===== src/rtl/jk_pm_pkg.sv =====
// jk_pattern_machine shared definitions
// default geometry and fill-counter sizing
package jk_pm_pkg;

  localparam int          DEF_N       = 4;
  localparam int          DEF_CNT_W   = 8;
  localparam logic [15:0] DEF_PATTERN = 16'h000B;

  function automatic int fill_width(input int n);
    return $clog2(n + 1);
  endfunction

endpackage


===== src/rtl/jk_reg.sv =====
// jk_reg: bank of JK flip-flops, J=d K=~d
// async active-high reset to RST_VAL per bit
module jk_reg #(
  parameter int               WIDTH   = 1,
  parameter logic [WIDTH-1:0] RST_VAL = '0
) (
  input  logic             CLK,
  input  logic             RESET,
  input  logic [WIDTH-1:0] d,
  output logic [WIDTH-1:0] q
);

  logic [WIDTH-1:0] j;
  logic [WIDTH-1:0] k;

  assign j = d;
  assign k = ~d;

  // per-bit JK behaviour; reset picks set or clear variant
  always_ff @(posedge CLK or posedge RESET) begin
    if (RESET) begin
      q <= RST_VAL;
    end else begin
      for (int i = 0; i < WIDTH; i++) begin
        unique case ({j[i], k[i]})
          2'b10:   q[i] <= 1'b1;
          2'b01:   q[i] <= 1'b0;
          2'b11:   q[i] <= ~q[i];
          default: q[i] <= q[i];
        endcase
      end
    end
  end

endmodule


===== src/rtl/jk_pattern_machine.sv =====
// jk_pattern_machine: serial pattern detector
// all state in jk_reg banks; next state here
module jk_pattern_machine
  import jk_pm_pkg::*;
#(
  parameter int           N            = DEF_N,
  parameter int           CNT_W        = DEF_CNT_W,
  parameter logic [N-1:0] PATTERN_INIT = DEF_PATTERN[N-1:0]
) (
  input  logic             CLK,
  input  logic             RESET,
  input  logic             x,
  input  logic             en,
  input  logic             load,
  input  logic [N-1:0]     pattern,
  input  logic             overlap,
  output logic             F,
  output logic [N-1:0]     S,
  output logic [CNT_W-1:0] count
);

  localparam int                FW   = fill_width(N);
  localparam logic [FW-1:0]     NF   = FW'(N);
  localparam logic [CNT_W-1:0]  CMAX = '1;

  logic [N-1:0]     h_q, h_d, h_nxt;
  logic [FW-1:0]    fill_q, fill_d, fill_inc;
  logic [N-1:0]     pat_q, pat_d;
  logic             f_q, f_d;
  logic [CNT_W-1:0] cnt_q, cnt_d;
  logic             match;

  jk_reg #(.WIDTH(N), .RST_VAL('0)) u_h (
    .CLK(CLK), .RESET(RESET), .d(h_d), .q(h_q)
  );

  jk_reg #(.WIDTH(FW), .RST_VAL('0)) u_fill (
    .CLK(CLK), .RESET(RESET), .d(fill_d), .q(fill_q)
  );

  jk_reg #(.WIDTH(N), .RST_VAL(PATTERN_INIT)) u_pat (
    .CLK(CLK), .RESET(RESET), .d(pat_d), .q(pat_q)
  );

  jk_reg #(.WIDTH(1), .RST_VAL(1'b0)) u_f (
    .CLK(CLK), .RESET(RESET), .d(f_d), .q(f_q)
  );

  jk_reg #(.WIDTH(CNT_W), .RST_VAL('0)) u_cnt (
    .CLK(CLK), .RESET(RESET), .d(cnt_d), .q(cnt_q)
  );

  // load beats shift; fill saturates at N; count saturates
  always_comb begin
    h_d      = h_q;
    fill_d   = fill_q;
    pat_d    = pat_q;
    f_d      = 1'b0;
    cnt_d    = cnt_q;
    h_nxt    = {h_q[N-2:0], x};
    fill_inc = (fill_q == NF) ? NF : fill_q + FW'(1);
    match    = (fill_inc == NF) && (h_nxt == pat_q);
    if (load) begin
      pat_d  = pattern;
      h_d    = '0;
      fill_d = '0;
    end else if (en) begin
      h_d    = h_nxt;
      f_d    = match;
      fill_d = (match && !overlap) ? '0 : fill_inc;
      if (match && cnt_q != CMAX) begin
        cnt_d = cnt_q + CNT_W'(1);
      end
    end
  end

  assign F     = f_q;
  assign S     = h_q;
  assign count = cnt_q;

endmodule


===== config.mk =====
export PLATFORM = sky130hd
export DESIGN_NAME = jk_pattern_machine
export DESIGN_NICKNAME = d
export VERILOG_FILES = /design/src/rtl/jk_pm_pkg.sv /design/src/rtl/jk_reg.sv /design/src/rtl/jk_pattern_machine.sv
export SDC_FILE = /design/constraint.sdc
export NUM_CORES = 1
export LEC_CHECK = 0
export ABC_AREA = 1
export CORE_MARGIN = 2
export CORE_UTILIZATION = 46
export CTS_BUF_LIST = sky130_fd_sc_hd__clkbuf_8 sky130_fd_sc_hd__clkbuf_16
export CTS_CLUSTER_DIAMETER = 40
export DETAILED_ROUTE_END_ITERATION = 6
export GPL_TIMING_DRIVEN = 0
export PLACE_DENSITY_LB_ADDON = 0.05
export RECOVER_POWER = 25
export SYNTH_ARGS = -nofsm -noshare
export SYNTH_HDL_FRONTEND = slang
export SYNTH_SLANG_ARGS = --single-unit

===== constraint.sdc =====
create_clock -name CLK -period 1.35 [get_ports CLK]
set_input_delay 0.135 -clock CLK [delete_from_list [all_inputs] [get_ports CLK]]
set_output_delay 0.135 -clock CLK [all_outputs]
set_load 0.01 [all_outputs]

== After elaboration in Yosys (flattened, before gate mapping) ==
Cells that the tools add are included.

* Eq/ne operators: 64
* Bitwise gates (word level): 25
* Muxes and demuxes: 32
* Reductions and logical operators: 24
* $add $sub $neg: 2

{| class="wikitable"
|+ Operators with widths
! operator !! number
|-
| $eq 2x2->1 const B || 40
|-
| $pmux 1 s3 || 20
|-
| $reduce_bool 3->1 || 20
|-
| $eq 2x1->1 const B || 20
|-
| $mux 8 || 3
|-
| $not 1->1 || 21
|-
| $mux 3 || 4
|-
| $mux 4 || 3
|-
| $add 8x1->8 const B || 1
|-
| $ne 8x8->1 const B || 1
|-
| $not 4->4 || 2
|-
| $not 8->8 || 1
|-
| $eq 3x3->1 const B || 2
|-
| $eq 4x4->1 || 1
|-
| $add 3x1->3 const B || 1
|-
| $logic_and 1x1->1 || 3
|-
| $not 3->3 || 1
|-
| $mux 1 || 2
|-
| $logic_not 1->1 || 1
|}

* Bits of input ports: 10
* Logic and storage cells: 167
* Output and inout bits: 13
* Bits in registers: 20

== Longest topological paths before layout ==
Gate-level depths: netlist of run 1.

* Depth after elaboration: 11
* Depth in mapped cells: 11
* Depth with buffers taken out: 11

== Modules after synthesis ==
A second synthesis of run 1 with hierarchy kept.

* Cell total of the unflattened synthesis: 152
* Area, all modules: 1113.6 µm²

{| class="wikitable"
|+ By module, submodules not included
! module !! area an instance (µm²) !! sequential area each (µm²) !! times used !! cells each
|-
| jk_pattern_machine || 590.6 || 0.0 || 1 || 127
|-
| jk_reg (u_cnt) || 203.9 || 200.2 || 1 || 9
|-
| jk_reg (u_pat) || 107.6 || 103.8 || 1 || 5
|-
| jk_reg (u_h) || 103.8 || 100.1 || 1 || 5
|-
| jk_reg (u_fill) || 78.8 || 75.1 || 1 || 4
|-
| jk_reg (u_f) || 28.8 || 25.0 || 1 || 2
|}

== Worst setup path after synthesis of run 1 ==
Ideal clock, no wire load.

* Kind: reg-to-reg
* Start point: register u_fill.q[0]
* End point: register u_cnt.q[7]
* Path buffers: 0
* Clock period less this slack: 1516 ps
* Cell stages (with the launch flop): 11
* Setup time: 117 ps
* Path slack: -166 ps
* Required time: 1233 ps
* Data arrival time: 1399 ps
* Path through: dfrtp_1 > inv_2 > ha_1 > inv_1 > o21ai_1 > nor2_4 > nand2_4 > nor2_8 > nand3_4 > nand2_1 > nand2_1

* Word-level cells in the longest chain between the ends: 11
* Elaborated cells on any way between the ends: 15
* Those cells by class: add/sub: 1; eq/ne: 5; mux: 5; bitwise: 1; reduce/logical: 3

{| class="wikitable"
|+ Ends and longest elaborated chain
! item !! line !! text
|-
| from (decl) || jk_reg.sv:10 || <nowiki>output logic [WIDTH-1:0] q</nowiki>
|-
| from (signal, indexed assignment) || jk_reg.sv:28 || <nowiki>2'b11: q[i] <= ~q[i];</nowiki>
|-
| from (signal, indexed assignment) || jk_reg.sv:29 || <nowiki>default: q[i] <= q[i];</nowiki>
|-
| $add 3x1->3 or $eq 3x3->1 (tied branches) || jk_pattern_machine.sv:61 || <nowiki>fill_inc = (fill_q == NF) ? NF : fill_q + FW'(1);</nowiki>
|-
| $mux 3 (*) || jk_pattern_machine.sv:61 ||
|-
| $eq 3x3->1 (*) || jk_pattern_machine.sv:62 || <nowiki>match = (fill_inc == NF) && (h_nxt == pat_q);</nowiki>
|-
| $logic_and 1x1->1 (*) || jk_pattern_machine.sv:62 ||
|-
| $logic_and 1x1->1 (*) || jk_pattern_machine.sv:71 || <nowiki>if (match && cnt_q != CMAX) begin</nowiki>
|-
| $mux 8 (*) || jk_pattern_machine.sv:71 ||
|-
| $mux 8 (*) || jk_pattern_machine.sv:67 || <nowiki>end else if (en) begin</nowiki>
|-
| $mux 8 (*) || jk_pattern_machine.sv:63 || <nowiki>if (load) begin</nowiki>
|-
| $not 8->8 || jk_reg.sv:17 || <nowiki>assign k = ~d;</nowiki>
|-
| $eq 2x2->1 or $eq 2x1->1 (tied branches) || jk_reg.sv:25 || <nowiki>unique case ({j[i], k[i]})</nowiki>
|-
| $pmux 1 s3 or $reduce_bool 3->1 (tied branches) || - ||
|-
| to (signal, indexed assignment) || jk_reg.sv:28 ||
|-
| to (signal, indexed assignment) || jk_reg.sv:29 ||
|-
| to (decl) || jk_reg.sv:10 ||
|}

Mark *: on every way between the ends. The rest lies on a longest branch, timed or not.
A chain may end at the register's enable or synchronous reset.

== Final worst setup path of run 1 ==
* Start point: register u_fill.q[1]
* End point: register u_cnt.q[6]

The elaborated chain is that of the path after synthesis.

==> results of run 1 <==
## metal layers
metal / track usage [%] / vias up / wire length, um
li1: - / 558 / -
met1: 27.4 / 524 / 1220
met2: 31.9 / 31 / 1340
met3: 3.49 / 4 / 131
met4: 4.88 / 0 / 18
met5: 0 / - / 0
## power groups by stage
stage | Combinational [W] | Clock (W) | Sequential [W]
after global routing | 0.000378 | 0.000427 | 0.000670
after global placement | 0.000265 | 0 | 0.000678
after detailed placement | 0.000269 | 0 | 0.000680
final | 0.000344 | 0.000392 | 0.000666
after CTS | 0.000318 | 0.000401 | 0.000664
after floorplan | 0.000173 | 0 | 0.000680
## critical path: stages, from the launching register on
cell and delay [ns]:
dfrtp_1 0.41, inv_2 0.08, ha_4 0.14, nand2_4 0.07, nand2_4 0.09, nand3_4 0.08, inv_4 0.07, nand2_4 0.06
nor2_8 0.12, nand3_4 0.14, nand2_2 0.11, nand2_1 0.04
## sequential cells by signal, summed over array words and instances, names as in the netlist
register  count
u_cnt.q       8
u_f.q         1
u_fill.q      3
u_h.q         4
u_pat.q       4
## metrics by stage
stage	hold slack (ns)	setup slack (ns)	TNS (ns)	instance area [um2]
3_5_place_dp	0.491	-0.252	-2.78	1470
3_3_place_gp	0.485	-0.247	-2.80	1470
4_1_cts	0.349	-0.158	-1.28	1640
2_1_floorplan	0.0966	-0.0708	-0.559	1220
5_1_grt	0.456	-0.267	-2.66	1710
6_report	0.405	-0.159	-1.50	1710
## cells by family after synthesis
family | synth area share, %
flip-flops | 42.2
AO/OA/AOI/OAI | 8.17
buffers and inverters | 8.17
AND/OR/NAND/NOR | 34.7
XOR/XNOR | 3.66
adder cells (fa/ha/maj) | 3.14
## cells in the final DEF, fill, tap and decap left out, types with 5 or more instances in the layout
cell type,count
dfrtp_1,17
inv_2,6
inv_1,18
o21ai_0,10
nand2_2,5
buf_4,16
clkdlybuf4s50_1,13
a21oi_1,7
nand4_1,8
dlymetal6s2s_1,6
nand2_1,39
## layout make-up
class	instances	area (um2)	share of cell area (%)
Sequential cell	20	504	29.5
Buffer	2	7.51	0.440
Clock inverter	1	3.75	0.220
Clock buffer	3	41.3	2.42
Tap cell	30	37.5	2.20
Timing Repair Buffer	39	364	21.3
Multi-Input combinational cell	102	657	38.5
Inverter	24	92.6	5.42
## worst paths after layout
check                                    endpoint  slack [ns]  cells after the start
hold reg to reg            u_pat.q[0]$_DFFE_PP1P_        0.50                      2
max in group asynchronous   u_fill.q[2]$_DFF_PP0_        0.40                      2
setup reg to reg           u_cnt.q[6]$_DFFE_PP0P_       -0.16                     11
min in group asynchronous  u_cnt.q[1]$_DFFE_PP0P_        0.46                      2
setup / recovery           u_cnt.q[6]$_DFFE_PP0P_       -0.16                     11
hold / removal             u_pat.q[3]$_DFFE_PP1P_        0.41                      3
## what timing repair did
item                       in CTS  in global routing
setup endpoints to repair      14                 22
pin swaps                      11                 10
setup buffers                  14                  3
resized for setup               8                 17
cloned                          0                  0
==> impl_metrics.yaml, run 1 <==
cts:
  clockBufferDepth: 2
  clk_pin_slew_ns: 0.08
  cts_made_buffers: 3
  clock_latency_ns: 0.25
  cts_tree: "done"
  cts_sinks: 20
  clockRootBuffer: "clkbuf_8"
  htree_levels: 1
  cts_hold_buf: 0
worst_setup_path:
  reg2reg_from: "u_fill.q[1]$_DFF_PP0_"
  critPathKind: "flip-flop to flip-flop"
  required_ns: 1.50
  critPathLaunch: "u_fill.q[1]$_DFF_PP0_"
  critPathLaunchType: "flip-flop"
  crit_path_end_kind: "flip-flop"
  crit_fanout: 8
  critPathArrivalTime_ns: 1.66
floorplan:
  core_area_mm2: 0.00248
  pin_count: 23
  die-area_mm2: 0.00302
  die_w_um: 55.0
  fp-row-count: 18
  fp.dieH_um: 55.0
  start_util_pct: 48.2
logic_synthesis:
  ys_top_cells_by_count: "43 x nand2_1, 20 x inv_1, 17 x dfrtp_1"
  syn-num-nets: 161
  synthArstFlopShare_pct: 100
  synth_cell_type_count: 27
  synth_edf_count: 0
  synth-main-ff-cell: "dfrtp_1"
  ys_seq_elements: 20
  ys_warn_count: 0
  ys_top_cells_by_area: "dfrtp_1 36%, nand2_1 14%, dfstp_2 6.6%"
  synthDominantCellAreaShare_pct: 35.6
  synth-seq-area-share_pct: 42.2
  yosysMostFrequentCell: "nand2_1"
  syn-instance-count: 148
  syn-cell-area_mm2: 0.00119
  syn_area_per_cell_um2: 8.07
  netlist.top_cell.by_area: "dfrtp_1"
finish:
  nNetsFinal: 205
  finalNonFillerCells: 221
  final_util_pct: 68.9
  drive_above_1_share_pct: 28.3
  n_fill_cell: 195
  n_antenna_cell: 0
  area_growth_pct: 42.9
global_routing:
  grt.total_usage_pct: 19.7
  grt_overflow: 0
  antenna_found_initial: 0
  grt_start_max_net_pins: 21
  grt_first_pass_wirelength_um: 4220
  grt_pass1_vias: 1004
power_and_ir_drop:
  p_total_w: 0.00140
  power.density_mw_per_mm2: 821
  peakVddDrop_uv: 560
  swShare_pct: 28.5
  switching_power_w: 0.000399
  p_leak_nw: 0.977
  power_frac_comb_pct: 24.5
  clockPowerShare_pct: 28.0
  internal_power_w: 0.00100
  power_frac_seq_pct: 47.5
run:
  cap_violations: 0
timing:
  final-hold-violation-count: 0
  min_period_ns: 1.51
  relSlewSlack_pct: 48.0
  grt_setup_unrepaired: "yes"
  period_share_pct: 112
  layout_setup_ws_ns: -0.159
  max_freq_ghz: 0.663
  worst_pin_slew_ns: 0.779
  drv_slew: 0
  skew_ns: 0.00607
  setup_violations: 11
placed_design:
  portBuffers: 22
  detailed_place_hpwl_um: 1790
  dpl.cell_count: 200
  gp_congestion: 0.762
routing:
  dr_total_vias: 1117
  dr.pass1.iters: 4
  drc: 0
  vias_per_cell: 5.05
  drt-total-wl_um: 2710
  wl_per_cell_um: 12.3
  drtAntennaViolNets: 0
  drt_iter0_drc: 17
hold_path:
  hp-class: "input pin to flip-flop"
  hold_start: "pattern[3]"
status:
  violations: "negative setup slack"
  status: "finished, violations left"
(Power assumes the default switching activity.)
==> run 2: changes to the inputs <==
--- a/config.mk
+++ b/config.mk
@@ -7,7 +7,7 @@
 export LEC_CHECK = 0
 export ABC_AREA = 1
 export CORE_MARGIN = 2
-export CORE_UTILIZATION = 46
+export CORE_UTILIZATION = 45
 export CTS_BUF_LIST = sky130_fd_sc_hd__clkbuf_8 sky130_fd_sc_hd__clkbuf_16
 export CTS_CLUSTER_DIAMETER = 40
 export DETAILED_ROUTE_END_ITERATION = 6
@@ -16,4 +16,5 @@
 export RECOVER_POWER = 25
 export SYNTH_ARGS = -nofsm -noshare
 export SYNTH_HDL_FRONTEND = slang
+export SYNTH_HIERARCHICAL = 1
 export SYNTH_SLANG_ARGS = --single-unit
==> run 2 against run 1 <==
Against the previous run:
- the flow still finishes with violations (negative setup slack)
- global-route usage grew 0.13 points
- register-to-register slack worse by 0.05 ns
- sequential cell count unchanged
- combinational power shrank 23%
- critical path type unchanged
- largest cell class unchanged
- largest power group unchanged
==> impl_metrics.yaml, run 2 <==
global_routing:
  grt_start_max_net_pins: 12
  antenna_found_initial: 0
  grt_pass1_vias: 982
  grt.total_usage_pct: 19.8
  grt_first_pass_wirelength_um: 4110
  grt_overflow: 0
logic_synthesis:
  synth_cell_type_count: 20
  syn-num-nets: 165
  ys_top_cells_by_count: "48 x nand2_1, 27 x inv_1, 17 x dfrtp_1"
  synthArstFlopShare_pct: 100
  syn_area_per_cell_um2: 7.33
  synth_edf_count: 0
  netlist.top_cell.by_area: "dfrtp_1"
  syn-instance-count: 152
  ys_warn_count: 6
  ys_seq_elements: 20
  synthDominantCellAreaShare_pct: 38.2
  ys_top_cells_by_area: "dfrtp_1 38%, nand2_1 16%, inv_1 9.1%"
  synth-seq-area-share_pct: 45.3
  yosysMostFrequentCell: "nand2_1"
  syn-cell-area_mm2: 0.00111
  synth-main-ff-cell: "dfrtp_1"
finish:
  fin_area_mm2: 0.00161
  n_fill_cell: 212
  top_regs: "u_cnt/q: 8 flops, u_h/q: 4 flops, u_pat/q: 4 flops"
  n_antenna_cell: 0
  final_common_cell: "nand2_1"
  layout_common_cells: "40 x nand2_1, 23 x inv_1, 17 x dfrtp_1"
  largest_register: "u_cnt/q"
  multiInputGateArea_um2: 548
  nNetsFinal: 207
  area_growth_pct: 44.4
  largest_register_ffs: 8
  drive_above_1_share_pct: 26.4
  regArea_um2: 504
worst_setup_path:
  reg2reg_from: "u_pat/q[1]$_DFF_PP1_"
  crit-reg2reg-capture: "u_cnt/q[6]$_DFF_PP0_"
  critPathArrivalTime_ns: 1.72
  crit_fanout: 7
  crit_path_end_kind: "flip-flop"
  required_ns: 1.51
  rrSetupSlack_ns: -0.20
  critPathLaunchType: "flip-flop"
  critPathKind: "flip-flop to flip-flop"
  reg2regPathDepth: 10
routing:
  drtAntennaViolNets: 0
  drt_iter0_drc: 12
  dr.pass1.iters: 4
  vias_per_cell: 4.90
  drt-total-wl_um: 2500
  dr_total_vias: 1093
  wl_per_cell_um: 11.2
  drc: 0
run:
  cap_violations: 0
power_and_ir_drop:
  power_frac_comb_pct: 20.0
  peakVddDrop_uv: 631
  power_frac_seq_pct: 50.0
  clockPowerShare_pct: 30.0
  p_leak_nw: 0.920
  power.density_mw_per_mm2: 823
  switching_power_w: 0.000359
  internal_power_w: 0.000964
  swShare_pct: 27.1
timing:
  min_period_ns: 1.55
  setup_violations: 9
  period_share_pct: 115
  max_freq_ghz: 0.643
  grt_setup_unrepaired: "yes"
  drv_slew: 0
  relSlewSlack_pct: 75.1
  skew_ns: 0.00811
  worst_pin_slew_ns: 0.374
  timing.hold.ws_ns: 0.156
  layout_setup_ws_ns: -0.205
  final-hold-violation-count: 0
  setup_tns_ns: -1.50
placed_design:
  gp_congestion: 0.835
  detailed_place_hpwl_um: 1740
  portBuffers: 21
  dpl_cell_area_mm2: 0.00138
  preCtsSetupSlack_ns: -0.418
status:
  status: "finished, violations left"
  violations: "negative setup slack"
cts:
  clk_pin_slew_ns: 0.08
  cts_tree: "done"
  cts_made_buffers: 3
  clock_latency_ns: 0.26
  htree_levels: 1
  cts_hold_buf: 0
  cts_sinks: 20
  clockRootBuffer: "clkbuf_8"
  clockBufferDepth: 2
floorplan:
  die_w_um: 53.7
  pin_count: 23
  fp.dieH_um: 53.7
  core_area_mm2: 0.00241
  start_util_pct: 46.2
  die-area_mm2: 0.00289
  fp-row-count: 18
hold_path:
  hold_start: "load"
  min_to: "u_pat/q[0]$_DFF_PP1_"
  min_path_cells: 2
  hp-class: "input pin to flip-flop"
==> run 2: cell type report <==
cell class / count / area share (%)
plain buffers: 2 / 0.545
clock buffers: 3 / 2.57
clock inverters: 1 / 0.233
inverters: 31 / 7.24
multi-input cells: 99 / 34.1
flip-flops and latches: 20 / 31.4
well taps: 30 / 2.33
repair buffers: 37 / 21.6
==> run 2: layer usage <==
| layer | GRT usage (%) | share of wire [%] |
|---|---|---|
| met1 | 25.4 | 45 |
| met2 | 33.1 | 50 |
| met3 | 3.33 | 3.5 |
| met4 | 7.69 | 1.2 |
| met5 | 0 | 0 |
==> run 2: power groups by stage <==
stage	logic, W	clock network (W)	registers [W]
after floorplan	0.000125	0	0.000679
after global placement	0.000208	0	0.000676
after detailed placement	0.000213	0	0.000677
after CTS	0.000254	0.000401	0.000661
after global routing	0.000298	0.000429	0.000667
final	0.000264	0.000397	0.000662
==> run 2: through the flow <==
step	total power, W	cells	util, %
after floorplan	0.000804	152	-
after global placement	0.000884	203	57.1
after detailed placement	0.000889	203	57.1
after CTS	0.00132	220	64.0
after global routing	0.00139	223	66.7
final	0.00132	223	66.7
==> run 2: cells by family (layout without fill, tap and decap cells) <==
group | count (synthesis) | after routing | synth area share [%]
AOI/OAI and AO/OA | 17 | 17 | 7.64
DFF | 20 | 20 | 45.3
buffers and inverters | 33 | 74 | 11.2
adders and majority gates | 3 | 3 | 3.37
and+or+nand+nor | 79 | 79 | 32.5
==> run 2: worst max-delay path by stage <==
stage	startpoint	to	slack, ns	depth (start not counted)
floorplan	u_pat/q[0]$_DFF_PP1_	u_cnt/q[6]$_DFF_PP0_	-0.12	9
global placement	x	u_cnt/q[6]$_DFF_PP0_	-0.38	10
detailed placement	x	u_cnt/q[1]$_DFF_PP0_	-0.42	10
CTS	u_fill/q[0]$_DFF_PP0_	u_cnt/q[6]$_DFF_PP0_	-0.21	9
global route	u_pat/q[1]$_DFF_PP1_	u_cnt/q[6]$_DFF_PP0_	-0.31	10
finish	u_pat/q[1]$_DFF_PP1_	u_cnt/q[6]$_DFF_PP0_	-0.20	10
==> run 2: critical path: stages (launching register included) <==
cell     delay (ns)
dfstp_2        0.53
inv_2          0.03
nand2_1        0.04
nand2_1        0.05
nor2_1         0.12
nand2_2        0.11
nor3_4         0.24
buf_6          0.16
nand3_2        0.07
nand2_1        0.07
inv_1          0.03
==> run 2: repair_timing <==
| action | 4_1_cts | 5_1_grt |
|---|---|---|
| setup endpoints to repair | 17 | 16 |
| buffers inserted | 13 | 3 |
| endpoints found under the hold margin | 0 | 0 |
| resized for setup | 12 | 17 |
| pin swaps | 3 | 7 |
